<file path="config.mk">
export PLATFORM = sky130hd
export DESIGN_NAME = sram_controller
export DESIGN_NICKNAME = d
export VERILOG_FILES = /design/src/rtl/sram_controller.sv
export SDC_FILE = /design/constraint.sdc
export NUM_CORES = 1
export LEC_CHECK = 0
export BUFFER_PORTS_ARGS = -buffer_cell sky130_fd_sc_hd__buf_4
export CAP_MARGIN = 20
export CORE_UTILIZATION = 40
export DETAILED_ROUTE_END_ITERATION = 12
export PLACE_DENSITY = 0.75
export RECOVER_POWER = 50
export SYNTH_ARGS = -nofsm -noshare
export SYNTH_HDL_FRONTEND = slang
export SYNTH_SLANG_ARGS = --single-unit
</file>
<file path="constraint.sdc">
create_clock -name clk -period 1.8 [get_ports clk]
set_input_delay 0.27 -clock clk [delete_from_list [all_inputs] [get_ports clk]]
set_output_delay 0.27 -clock clk [all_outputs]
set_load 0.03 [all_outputs]
</file>
<file path="src/rtl/sram_controller.sv">
// Memory-stage SRAM controller: one 32-bit load/store becomes two 16-bit SRAM accesses.
// Optional last-word buffer enabled by defining SRAM_CTRL_LAST_WORD_EN.
module sram_controller #(
    parameter logic [31:0] BASE_ADDR     = 32'd1024,
    parameter int          ACCESS_CYCLES = 2
) (
    input  logic        clk,
    input  logic        rst,
    input  logic        wr_en,
    input  logic        rd_en,
    input  logic [31:0] address,
    input  logic [31:0] write_data,
    output logic [31:0] read_data,
    output logic        ready,
    output logic [17:0] sram_addr,
    output logic [15:0] sram_dq_out,
    input  logic [15:0] sram_dq_in,
    output logic        sram_dq_oe,
    output logic        sram_we_n
);

    localparam logic [3:0] LAST_CNT = 4'(ACCESS_CYCLES - 1);

    typedef enum logic [1:0] {
        S_IDLE = 2'd0,
        S_LOW  = 2'd1,
        S_HIGH = 2'd2,
        S_DONE = 2'd3
    } state_e;

    state_e      state_q, state_d;
    logic [3:0]  cnt_q, cnt_d;
    logic        op_wr_q, op_wr_d;
    logic [29:0] tag_q, tag_d;
    logic [31:0] wdata_q, wdata_d;
    logic [31:0] rdata_q, rdata_d;
    logic [17:0] addr_q, addr_d;
    logic [15:0] dq_out_q, dq_out_d;

    logic [31:0] eff;
    logic        req;
    logic        last_cnt;
    logic        hit;
    logic [31:0] hit_data;

    assign eff      = address - BASE_ADDR;
    assign req      = wr_en | rd_en;
    assign last_cnt = (cnt_q == LAST_CNT);

`ifdef SRAM_CTRL_LAST_WORD_EN
    logic        buf_valid_q;
    logic [29:0] buf_tag_q;
    logic [31:0] buf_data_q;
    logic        unused_bits;

    // Only a pure read can hit; a combined request is a write.
    assign hit      = (state_q == S_IDLE) & rd_en & ~wr_en & buf_valid_q & (buf_tag_q == eff[31:2]);
    assign hit_data = buf_data_q;
    assign unused_bits = ^eff[1:0];

    always_ff @(posedge clk) begin
        if (rst) begin
            buf_valid_q <= 1'b0;
            buf_tag_q   <= '0;
            buf_data_q  <= '0;
        end else if (state_q == S_DONE) begin
            buf_valid_q <= 1'b1;
            buf_tag_q   <= tag_q;
            buf_data_q  <= op_wr_q ? wdata_q : rdata_q;
        end
    end
`else
    logic unused_bits;

    assign hit         = 1'b0;
    assign hit_data    = '0;
    assign unused_bits = ^{eff[1:0], tag_q[29:16]};
`endif

    always_ff @(posedge clk) begin
        if (rst) begin
            state_q  <= S_IDLE;
            cnt_q    <= '0;
            op_wr_q  <= 1'b0;
            tag_q    <= '0;
            wdata_q  <= '0;
            rdata_q  <= '0;
            addr_q   <= '0;
            dq_out_q <= '0;
        end else begin
            state_q  <= state_d;
            cnt_q    <= cnt_d;
            op_wr_q  <= op_wr_d;
            tag_q    <= tag_d;
            wdata_q  <= wdata_d;
            rdata_q  <= rdata_d;
            addr_q   <= addr_d;
            dq_out_q <= dq_out_d;
        end
    end

    always_comb begin
        state_d  = state_q;
        cnt_d    = cnt_q;
        op_wr_d  = op_wr_q;
        tag_d    = tag_q;
        wdata_d  = wdata_q;
        rdata_d  = rdata_q;
        addr_d   = addr_q;
        dq_out_d = dq_out_q;
        ready    = 1'b0;

        case (state_q)
            S_IDLE: begin
                ready = ~req;
                cnt_d = '0;
                if (hit) begin
                    ready   = 1'b1;
                    rdata_d = hit_data;
                end else if (req) begin
                    op_wr_d  = wr_en;
                    tag_d    = eff[31:2];
                    wdata_d  = write_data;
                    addr_d   = {eff[17:2], 1'b0};
                    dq_out_d = write_data[15:0];
                    state_d  = S_LOW;
                end
            end
            S_LOW: begin
                if (last_cnt) begin
                    cnt_d    = '0;
                    addr_d   = {tag_q[15:0], 1'b1};
                    dq_out_d = wdata_q[31:16];
                    state_d  = S_HIGH;
                    if (!op_wr_q) rdata_d[15:0] = sram_dq_in;
                end else begin
                    cnt_d = cnt_q + 4'd1;
                end
            end
            S_HIGH: begin
                if (last_cnt) begin
                    cnt_d   = '0;
                    state_d = S_DONE;
                    if (!op_wr_q) rdata_d[31:16] = sram_dq_in;
                end else begin
                    cnt_d = cnt_q + 4'd1;
                end
            end
            S_DONE: begin
                // The held request that caused this access is still present; ignore it.
                ready   = 1'b1;
                state_d = S_IDLE;
            end
            default: state_d = S_IDLE;
        endcase
    end

    assign sram_dq_oe  = op_wr_q & ((state_q == S_LOW) | (state_q == S_HIGH));
    assign sram_we_n   = ~sram_dq_oe;
    assign sram_addr   = addr_q;
    assign sram_dq_out = dq_out_q;
    assign read_data   = hit ? hit_data : rdata_q;

endmodule

</file>
== After elaboration in Yosys (flattened, before gate mapping) ==
Cells that the tools add are included.
Word-level totals
  bits in registers: 121
  bits in latches: 0
  RAM bits: 0
  memory bits (read-only): 0
  input bits: 84
  output and inout port bits: 69
  word-level logic and storage cells: 46
  memories kept: 0
Cells by class
  add/sub/neg operators: 2
  $mul: 0
  divide/modulo/power cells: 0
  magnitude comparators: 0
  eq/ne operators: 7
  shifts and indexed selects: 0
  multiplexer cells: 13
  bitwise gates (word level): 6
  reductions and logical operators: 9
Operator list (count)
  $mux 18: 2
  $pmux 18 s2: 1
  $mux 16: 2
  $pmux 16 s2: 1
  $sub 18x11->18 const B: 1
  $reduce_and 3->1: 4
  $pmux 2 s4: 1
  $pmux 4 s2: 1
  $mux 2: 3
  $ne 2x2->1 const B: 3
  $add 4x1->4 const B: 1
  $eq 2x2->1 const B: 2
  $eq 4x1->1 const B: 1
  $mux 4: 1
  $reduce_bool 2->1: 2
  $not 1->1: 3
  $eq 2x1->1 const B: 1
  $logic_not 2->1: 1
  $or 1x1->1: 2
  $pmux 1 s2: 1
  $reduce_and 2->1: 1
  $reduce_or 2->1: 1
  $and 1x1->1: 1

== Logic depth before layout (Yosys ltp) ==
Gate-level depths: netlist of run 1.
  depth in word-level cells: 4
  depth in mapped cells: 9
  gate-level depth less buffers: 6

== Least setup slack after synthesis of run 1 ==
No wires, ideal clock.
  path type: register -> register
  start: register cnt_q[0]
  end: register dq_out_q[10], in the netlist sram_dq_out[10]
  library setup time: 0.080 ns
  arrival: 1.688 ns
  required time: 1.720 ns
  setup slack: 0.031 ns
  cell stages (with the launch flop): 9
  buffers on the path: 3
  period minus slack after synthesis: 1.769 ns
  path through: dfxtp_1 -> ha_1 -> or3b_1 -> buf_2 -> a22oi_4 -> buf_6 -> buf_6 -> nor2_1 -> a211oi_2
On the way
  cells in the longest elaborated chain, start to end: 3
RTL lines
  start, declared: line 32  | logic [3:0] cnt_q, cnt_d;
  start signal, assigned: line 92  | cnt_q <= cnt_d;
  $eq 4x1->1: line 48  | assign last_cnt = (cnt_q == LAST_CNT);
  $ne 2x2->1 (no source line)
  $reduce_and 3->1 (no source line)
  end signal, assigned: line 98  | dq_out_q <= dq_out_d;
  end, declared: line 38  | logic [15:0] dq_out_q, dq_out_d;
Every way passes these cells.
A chain may end at the register's enable or synchronous reset.

== Worst setup path after layout of run 1 ==
  start: register cnt_q[1]
  end: register addr_q[3], in the netlist sram_addr[3]
On the way
  cells in the longest elaborated chain, start to end: 3
RTL lines
  $eq 4x1->1: line 48
  $ne 2x2->1 (no source line)
  $reduce_and 3->1 (no source line)
  end signal, assigned: line 97  | addr_q <= addr_d;
  end, declared: line 37  | logic [17:0] addr_q, addr_d;
Every way passes these cells.

==> impl_metrics.yaml, run 1 <==
outcome:
  outcome: "completed"
floorplanning:
  die_h_um: 106
  rows: 37
  core_area_um2: 10400
  design.die.area_um2: 11300
  die_w_um: 106
  start_util_pct: 41.6
  ios: 153
yosys:
  synth_simple_gate_area_share_pct: 20.1
  synth_warnings: 0
  synth-xor-area-share_pct: 1.41
  syn_nets: 608
  yosys-top-cells-area: "dfxtp_1, nand2_1, a21oi_1, mux2i_1, nor2_1"
  synth_top_cell_by_area: "dfxtp_1"
  syn_inst: 516
  synthAdderAreaFrac_pct: 2.31
  synth_compound_area_share_pct: 17.1
  synthMostInstantiatedCell: "nand2_1"
  ys.flop_type: "dfxtp_1"
  synthTopCellsByCount: "nand2_1, dfxtp_1, a21oi_1"
  muxShareOfSynthArea_pct: 6.00
  syn_area_um2: 4340
  synth_top_family_by_area: "simple AND/OR/NAND/NOR gates"
  synth_edf_count: 0
  avgSynthCellArea_um2: 8.41
  synthDominantCellAreaShare_pct: 48.0
  ys_ff_latch: 104
  ys_types: 40
  async_flop_share_pct: 0
  yosysSeqAreaShare_pct: 48.0
setup_path:
  reg2reg_from: "cnt_q[1]"
  worstSetupStartpointType: "flip-flop"
  worstSetupPathType: "reg -> reg"
  critPathMaxStageDelay_ps: 400
  worstPathMaxFanout: 7
  cp_top_family: "simple AND/OR/NAND/NOR gates"
  crit_chain: "inv_2, ha_4, or3b_4, a22oi_4, buf_12, clkbuf_16, nor2_1, a211oi_1"
  cp.arrival_ps: 2060
  slowest_stage: "or3b_4"
  required_ps: 2060
  r2r_cells: 8
  path_buf_inv: 3
  r2r-end: "sram_addr[3]"
  worst_setup_path_end_kind: "flip-flop"
  reg2reg_slack_ps: 6
min_path:
  min_path_type: "in -> reg"
  min_to: "tag_q[8]"
  holdPathStages: 2
  hold_path_startpoint: "address[10]"
place:
  dp_worst_setup_slack_ps: -29.5
  place_area_um2: 5560
  gp_congestion: 0.795
  io_buffers: 135
  place_hpwl_um: 7600
cts:
  cts.clk_slew.worst_paths_ps: 110
  htreeDepth: 3
  clk_path_buf_depth: 2
  cts_hold_buf: 0
  clock-sinks: 104
  insertion_delay_ps: 360
  cts_tree: "done"
  cts_buffers: 9
  clockRootBuffer: "clkbuf_8"
grt:
  grt_pass1_vias: 3879
  antenna_found_initial: 0
  grt_pass1_wl_um: 18000
  grt_start_max_net_pins: 50
  grt_overflow: 0
  grt_usage_pct: 19.7
power:
  power_frac_seq_pct: 35.7
  p_int_mw: 5.14
  p_switching_mw: 3.63
  switching_share_pct: 41.4
  p_comb_share_pct: 49.3
  powerDensity_nw_per_um2: 1530
  p_leak_nw: 2.19
  clockPowerShare_pct: 15.0
  vdd_drop_max_v: 0.00105
sta:
  finalSetupViolCount: 0
  timing.fmax_ghz: 0.558
  post-route-period-util_pct: 99.6
  finalHoldViolCount: 0
  finalWorstSetupSlack_ps: 6.39
  tightestPinTransition_ps: 584
  min_period_ps: 1790
  skew_ps: 15.7
  drv_slew: 0
  rsz0062_at_grt: "yes"
  slew_headroom_pct: 61.1
finish:
  fin_area_um2: 5720
  layout-drive-gt1-share_pct: 22.6
  diodes: 0
  area_growth_pct: 31.9
  fin_nets: 750
detailed_routing:
  drc: 0
  drtPass1Iterations: 4
  wirelength_um: 11200
  vias_per_cell: 5.04
  ant_nets: 0
  num_vias: 4024
  routedWlPerCell_um: 14.0
  drtIter0Drc: 169
job:
  cap_violations: 0
## state kept, by name (all words and copies together) (netlist names)
signal / count
sram_dq_out: 16
wdata_q: 16
read_data: 32
state_q: 2
tag_q: 16
op_wr_q: 1
cnt_q: 4
sram_addr: 17
## cells by family (layout without fill, tap and decap cells)
family / count (synthesis) / in the layout
muxes: 26 / 26
AOI/OAI and AO/OA: 115 / 115
and+or+nand+nor: 209 / 209
xor gates and xnor gates: 7 / 7
adders and majority gates: 8 / 8
DFF: 104 / 104
buffers and inverters: 46 / 193
other: 1 / 1
## power groups by stage
stage,logic [mW],registers [mW],clock network (mW)
after detailed placement,3.95,3.18,0
after CTS,4.25,3.12,1.36
after floorplan,2.11,3.73,0
after global placement,3.85,3.15,0
after global routing,4.72,3.19,1.46
final,4.33,3.13,1.31
## per-stage QoR
| step | hold slack (ps) | total power [mW] | std cells | setup TNS, ps | utilization [%] |
|---|---|---|---|---|---|
| 3_3_place_gp | 441 | 7.00 | 772 | 0 | 53.3 |
| 5_1_grt | 120 | 9.37 | 799 | -99.8 | 54.9 |
| 4_1_cts | 106 | 8.72 | 796 | -108 | 56.1 |
| 2_1_floorplan | 366 | 5.84 | 516 | 0 | - |
| 6_report | 123 | 8.77 | 799 | 0 | 54.9 |
| 3_5_place_dp | 448 | 7.12 | 772 | -49.8 | 53.3 |
## worst max path at each step
stage / start / end / slack [ps] / cells past startpoint
2_1_floorplan: cnt_q[0] / sram_dq_out[10] / 30 / 8
3_3_place_gp: cnt_q[1] / sram_dq_out[3] / 20 / 7
3_5_place_dp: cnt_q[1] / sram_dq_out[4] / -30 / 7
4_1_cts: state_q[1] / ready / -40 / 7
5_1_grt: cnt_q[1] / sram_addr[3] / -50 / 8
6_report: cnt_q[1] / sram_addr[3] / 6 / 8
## layout make-up
| type | count | area, µm² |
|---|---|---|
| Clock buffer | 10 | 128 |
| Clock inverter | 6 | 45.0 |
| Fill cell | 985 | 4690 |
| Inverter | 7 | 28.8 |
| Multi-Input combinational cell | 366 | 2120 |
| Sequential cell | 104 | 2090 |
| Tap cell | 136 | 170 |
| Timing Repair Buffer | 170 | 1140 |
## cell usage in the layout (no fill, tap or decap), types with 2 or more instances in the layout
cell,netlist,layout
nor2_1,43,43
dfxtp_1,104,100
a211oi_2,10,12
nand2_1,137,137
inv_2,0,2
mux2i_1,26,26
ha_4,0,3
ha_1,8,3
clkinvlp_4,0,3
ha_2,0,2
o21a_1,2,2
clkbuf_8,0,9
clkbuf_16,0,3
a211oi_1,20,18
xor2_1,5,5
xnor2_1,2,2
nand3b_1,3,3
a21oi_1,69,68
nor3_1,7,7
or3_1,3,3
inv_1,7,4
nor3b_1,3,2
o21ai_0,6,6
dfxtp_2,0,4
clkbuf_1,24,67
buf_12,0,5
nand2b_1,3,3
buf_4,3,95
and2_1,2,2
o211ai_1,2,2
## what timing repair did
| item | CTS | global route |
|---|---|---|
| pin swaps | 3 | 7 |
| endpoints found under the setup margin | 13 | 32 |
| cloned | 1 | 3 |
| setup buffers | 7 | 2 |
| resized for setup | 11 | 17 |
## metal layers
layer,part of all wire (%),routed length [µm],vias up,track usage (%)
li1,-,-,2014,-
met1,43,4820,1878,23.7
met2,48,5370,118,33.5
met3,7.5,844,14,6.07
met4,1.3,142,0,6.25
met5,0,0,-,0
## worst reg2reg max path: cells and delay by family, from the launching register on
kind                       cells  cell delay (ps)
and+or+nand+nor                2              450
AOI/OAI and AO/OA              2              440
buffers and inverters          3              380
DFF                            1              330
adders and majority gates      1              110
Note: power is estimated with default switching activity, not from simulation.
==> run 2, diff against run 1 <==
- PLACE_DENSITY: 0.75 -> 0.72
- clock period: 1.8 -> 1.9 ns (I/O delays scaled with it)
==> run 2 against run 1 <==
Die area did not move; worst hold slack improved by 29 ps; non-clock buffer count fell by 14; global-route usage fell by 0.94 points; power fell by 10%; register-to-register slack improved by 90 ps; first-iteration DRC count rose by 1.8%; count of clock-buffer cells in the layout rose by 2; critical path type is now reg -> out; highest routed layer unchanged.
==> impl_metrics.yaml, run 2 (same netlist as run 1, synthesis figures left out) <==
sta:
  rsz0062_at_grt: "yes"
  finalSetupViolCount: 0
  whs_ps: 151
  drv_slew: 0
  post-route-period-util_pct: 95.6
  min_period_ps: 1820
  timing.fmax_ghz: 0.551
  tightestPinTransition_ps: 556
  finalHoldViolCount: 0
  skew_ps: 12.3
  slew_headroom_pct: 62.9
cts:
  cts_buffers: 9
  cts_hold_buf: 0
  insertion_delay_ps: 350
  cts.clk_slew.worst_paths_ps: 100
  clock-sinks: 104
  clk_path_buf_depth: 2
  cts_tree: "done"
  clockRootBuffer: "clkbuf_8"
  htreeDepth: 3
setup_path:
  cp.arrival_ps: 1530
  required_ps: 1620
  worstSetupPathType: "reg -> out"
  worstSetupStartpointType: "flip-flop"
  worstPathMaxFanout: 5
  worst_setup_path_end_kind: "primary output"
finish:
  utilization_pct: 53.2
  final_common_cell: "nand2_1"
  area_growth_pct: 27.7
  layout-drive-gt1-share_pct: 19.3
  fin_area_um2: 5540
  fin_nets: 736
  final_cell_mix: "nand2_1, dfxtp_1, buf_4, a21oi_1, clkbuf_1"
  diodes: 0
  final.fill_count: 1023
  largest_reg_flops: 32
place:
  place_area_um2: 5520
  place_hpwl_um: 7520
  gp_congestion: 0.756
  io_buffers: 135
grt:
  antenna_found_initial: 0
  grt_pass1_vias: 3725
  grt_pass1_wl_um: 17000
  grt_start_max_net_pins: 46
  grt_usage_pct: 18.8
  grt_overflow: 0
detailed_routing:
  ant_nets: 0
  num_vias: 3931
  routedWlPerCell_um: 13.9
  drtIter0Drc: 172
  vias_per_cell: 5.01
  wirelength_um: 10900
  drtPass1Iterations: 5
  drc: 0
floorplanning:
  ios: 153
  rows: 37
  die_w_um: 106
  start_util_pct: 41.6
  design.die.area_um2: 11300
  core_area_um2: 10400
  die_h_um: 106
power:
  p_leak_nw: 2.11
  total_power_mw: 7.87
  powerDensity_nw_per_um2: 1420
  vdd_drop_max_v: 0.000568
outcome:
  outcome: "completed"
min_path:
  min_path_type: "in -> reg"
job:
  cap_violations: 0
## run 2: changes by cell type in the layout (fill, tap and decap cells not counted), sizes merged
cell / previous run / this run
buf: 100 / 90
clkinv: 2 / 1
clkbuf: 80 / 78
inv: 8 / 7
## run 2: through the flow
stage | setup slack [ps] | cells | setup TNS (ps)
global route | -34.5 | 785 | -61.5
CTS | 17.4 | 781 | 0
finish | 83.5 | 785 | 0
detailed placement | 21.2 | 764 | 0
global placement | 105 | 764 | 0
floorplan | 131 | 516 | 0
## run 2: metal layers
| metal | global-route usage (%) | wire length (µm) |
|---|---|---|
| met4 | 6.05 | 121 |
| met3 | 5.27 | 739 |
| met5 | 0 | 0 |
| met1 | 21.7 | 4770 |
| met2 | 33.3 | 5290 |
## run 2: path summary, 6_finish.rpt
check           startpoint             to  slack (ps)  cells past startpoint
min reg2reg  sram_addr[11]  sram_addr[11]         460                      2
max reg2reg       cnt_q[1]   sram_addr[1]         100                      7
min            address[10]       tag_q[8]         150                      2
max             state_q[0]          ready          80                      6
## run 2: final cells by class
| type | count | area [µm²] | share of cell area (%) |
|---|---|---|---|
| multi-input combinational | 366 | 2080 | 37.5 |
| sequential | 104 | 2090 | 37.7 |
| clock buffer | 12 | 135 | 2.44 |
| timing repair buffer | 156 | 1010 | 18.2 |
| tap | 136 | 170 | 3.07 |
| clock inverter | 4 | 31.3 | 0.564 |
| inverter | 7 | 31.3 | 0.564 |
## run 2: what timing repair did
item | CTS | global route
buffers inserted | 1 | 3
pin swaps | 0 | 1
setup endpoints to repair | 2 | 23
gates resized for setup | 7 | 5
cloned | 0 | 1
endpoints found under the hold margin | 0 | 0
## run 2: power breakdown
group / internal [mW] / leakage, nW / switching, mW / total, mW
clock: 0.481 / 0.0728 / 0.727 / 1.21
combinational: 1.41 / 1.18 / 2.28 / 3.68
sequential: 2.70 / 0.853 / 0.280 / 2.98
## run 2: worst max-delay path, stage by stage, from the launching register on
cell and delay [ps]:
dfxtp_4 380, inv_4 80, ha_4 160, nor3b_4 210, nor2_1 70, nor2_1 110
buf_4 170
==> run 3, diff against run 2 <==
- PLACE_DENSITY: 0.72 -> 0.66
==> run 3 against run 2 <==
Non-clock buffer count did not move; die area did not move; setup slack barely moved; clock power rose by 46%; sequential share of layout area fell by 0.73 points; critical endpoint is now sram_addr[15]; largest power group unchanged.
==> impl_metrics.yaml, run 3 (same netlist as run 1, synthesis figures left out) <==
setup_path:
  required_ps: 2140
  worstSetupStartpointType: "flip-flop"
  cp.arrival_ps: 2060
  critPathMaxStageDelay_ps: 400
  worst_setup_path_end_kind: "flip-flop"
  reg2reg_from: "cnt_q[0]"
  worstPathMaxFanout: 8
  crit_chain: "ha_1, or3b_4, a22oi_4, buf_12, buf_4, nor3b_1, a221o_1"
  worstSetupPathType: "reg -> reg"
  slowest_stage: "or3b_4"
  crit_start: "cnt_q[0]"
finish:
  final.fill_count: 1014
  final_common_cell: "nand2_1"
  diodes: 0
  largest_reg_flops: 32
  layout-drive-gt1-share_pct: 19.6
  final_cell_mix: "nand2_1, dfxtp_1, buf_4, a21oi_1, clkbuf_1"
  final_cells: 784
  fin_nets: 736
  multi_input_area_um2: 2080
  seqCellArea_um2: 2080
  area_growth_pct: 30.1
power:
  vdd_drop_max_v: 0.000626
  power_frac_seq_pct: 34.8
  p_leak_nw: 2.17
  p_int_mw: 5.18
  clockPowerShare_pct: 20.7
  p_comb_share_pct: 44.5
  total_power_mw: 8.53
  powerDensity_nw_per_um2: 1510
  p_switching_mw: 3.35
  switching_share_pct: 39.3
min_path:
  hold_path_startpoint: "write_data[30]"
  min_path_type: "in -> reg"
sta:
  min_period_ps: 1820
  skew_ps: 14.3
  whs_ps: 170
  finalSetupViolCount: 0
  finalHoldViolCount: 0
  timing.fmax_ghz: 0.551
  finalWorstSetupSlack_ps: 84.0
  post-route-period-util_pct: 95.6
  drv_slew: 0
place:
  dp_worst_setup_slack_ps: 46.0
  place_hpwl_um: 7280
  io_buffers: 135
  place_inst: 763
  gp_congestion: 0.786
cts:
  cts_tree: "done"
  cts_hold_buf: 0
  insertion_delay_ps: 360
  cts_buffers: 9
  clockRootBuffer: "clkbuf_8"
  clk_path_buf_depth: 2
  clock-sinks: 104
  cts.clk_slew.worst_paths_ps: 110
  htreeDepth: 3
floorplanning:
  design.die.area_um2: 11300
  ios: 153
  die_w_um: 106
  core_area_um2: 10400
  start_util_pct: 41.6
  die_h_um: 106
  rows: 37
detailed_routing:
  wirelength_um: 11100
  drc: 0
  routedWlPerCell_um: 14.1
  num_vias: 3938
  ant_nets: 0
  drtPass1Iterations: 4
  drtIter0Drc: 161
  vias_per_cell: 5.02
grt:
  grt_usage_pct: 19.0
  antenna_found_initial: 0
  grt_start_max_net_pins: 48
  grt_overflow: 0
  grt_pass1_wl_um: 17400
  grt_pass1_vias: 3717
job:
  cap_violations: 0
outcome:
  outcome: "completed"
## run 3: path summary, 6_finish.rpt
check	to	slack, ps	cells after the start
hold reg to reg	tag_q[1]	460	2
setup reg to reg	sram_addr[15]	80	7
hold / removal	wdata_q[30]	170	3
setup / recovery	sram_addr[15]	80	7
## run 3: what timing repair did
item                       in CTS  in global routing
gates resized for setup         4                  6
gates cloned                    0                  2
setup buffers                   1                  3
pin swaps                       0                  1
setup endpoints to repair       1                 32
## run 3: layout make-up
cell class              instances  area share [%]
flip-flops and latches        104            36.9
multi-input cells             366            36.9
repair buffers                156            18.2
well taps                     136            3.01
clock inverters                 5            2.28
clock buffers                  10            2.26
inverters                       7           0.466
## run 3: worst max-delay path: cells and delay by family (launching register included)
family                     cells  cell delay, ps
and+or+nand+nor                2             440
adders and majority gates      1             170
AOI/OAI and AO/OA              2             490
buffers and inverters          2             260
DFF                            1             350
## run 3: through the flow
stage	instance area, µm²	utilization [%]	TNS [ps]
floorplan	4340	-	0
global placement	5510	52.9	0
detailed placement	5510	52.9	0
CTS	5800	55.7	-54.4
global route	5640	54.2	-31.5
finish	5640	54.2	0
## run 3: layer usage
metal  vias to the layer above  global-route usage [%]  share of wire, %
met2                       109                    32.1                48
met1                      1839                    23.7                45
met5                         -                       0                 0
met4                         0                    5.85              0.68
li1                       1983                       -                 -
met3                         7                    4.90               6.5
## run 3: power by group through the flow
| stage | Combinational, mW | Clock, mW | Sequential (mW) |
|---|---|---|---|
| floorplan | 2.00 | 0 | 3.53 |
| global route | 4.13 | 1.87 | 3.03 |
| finish | 3.80 | 1.77 | 2.97 |
| CTS | 3.74 | 1.80 | 2.96 |
| global placement | 3.62 | 0 | 2.98 |
| detailed placement | 3.69 | 0 | 3.01 |
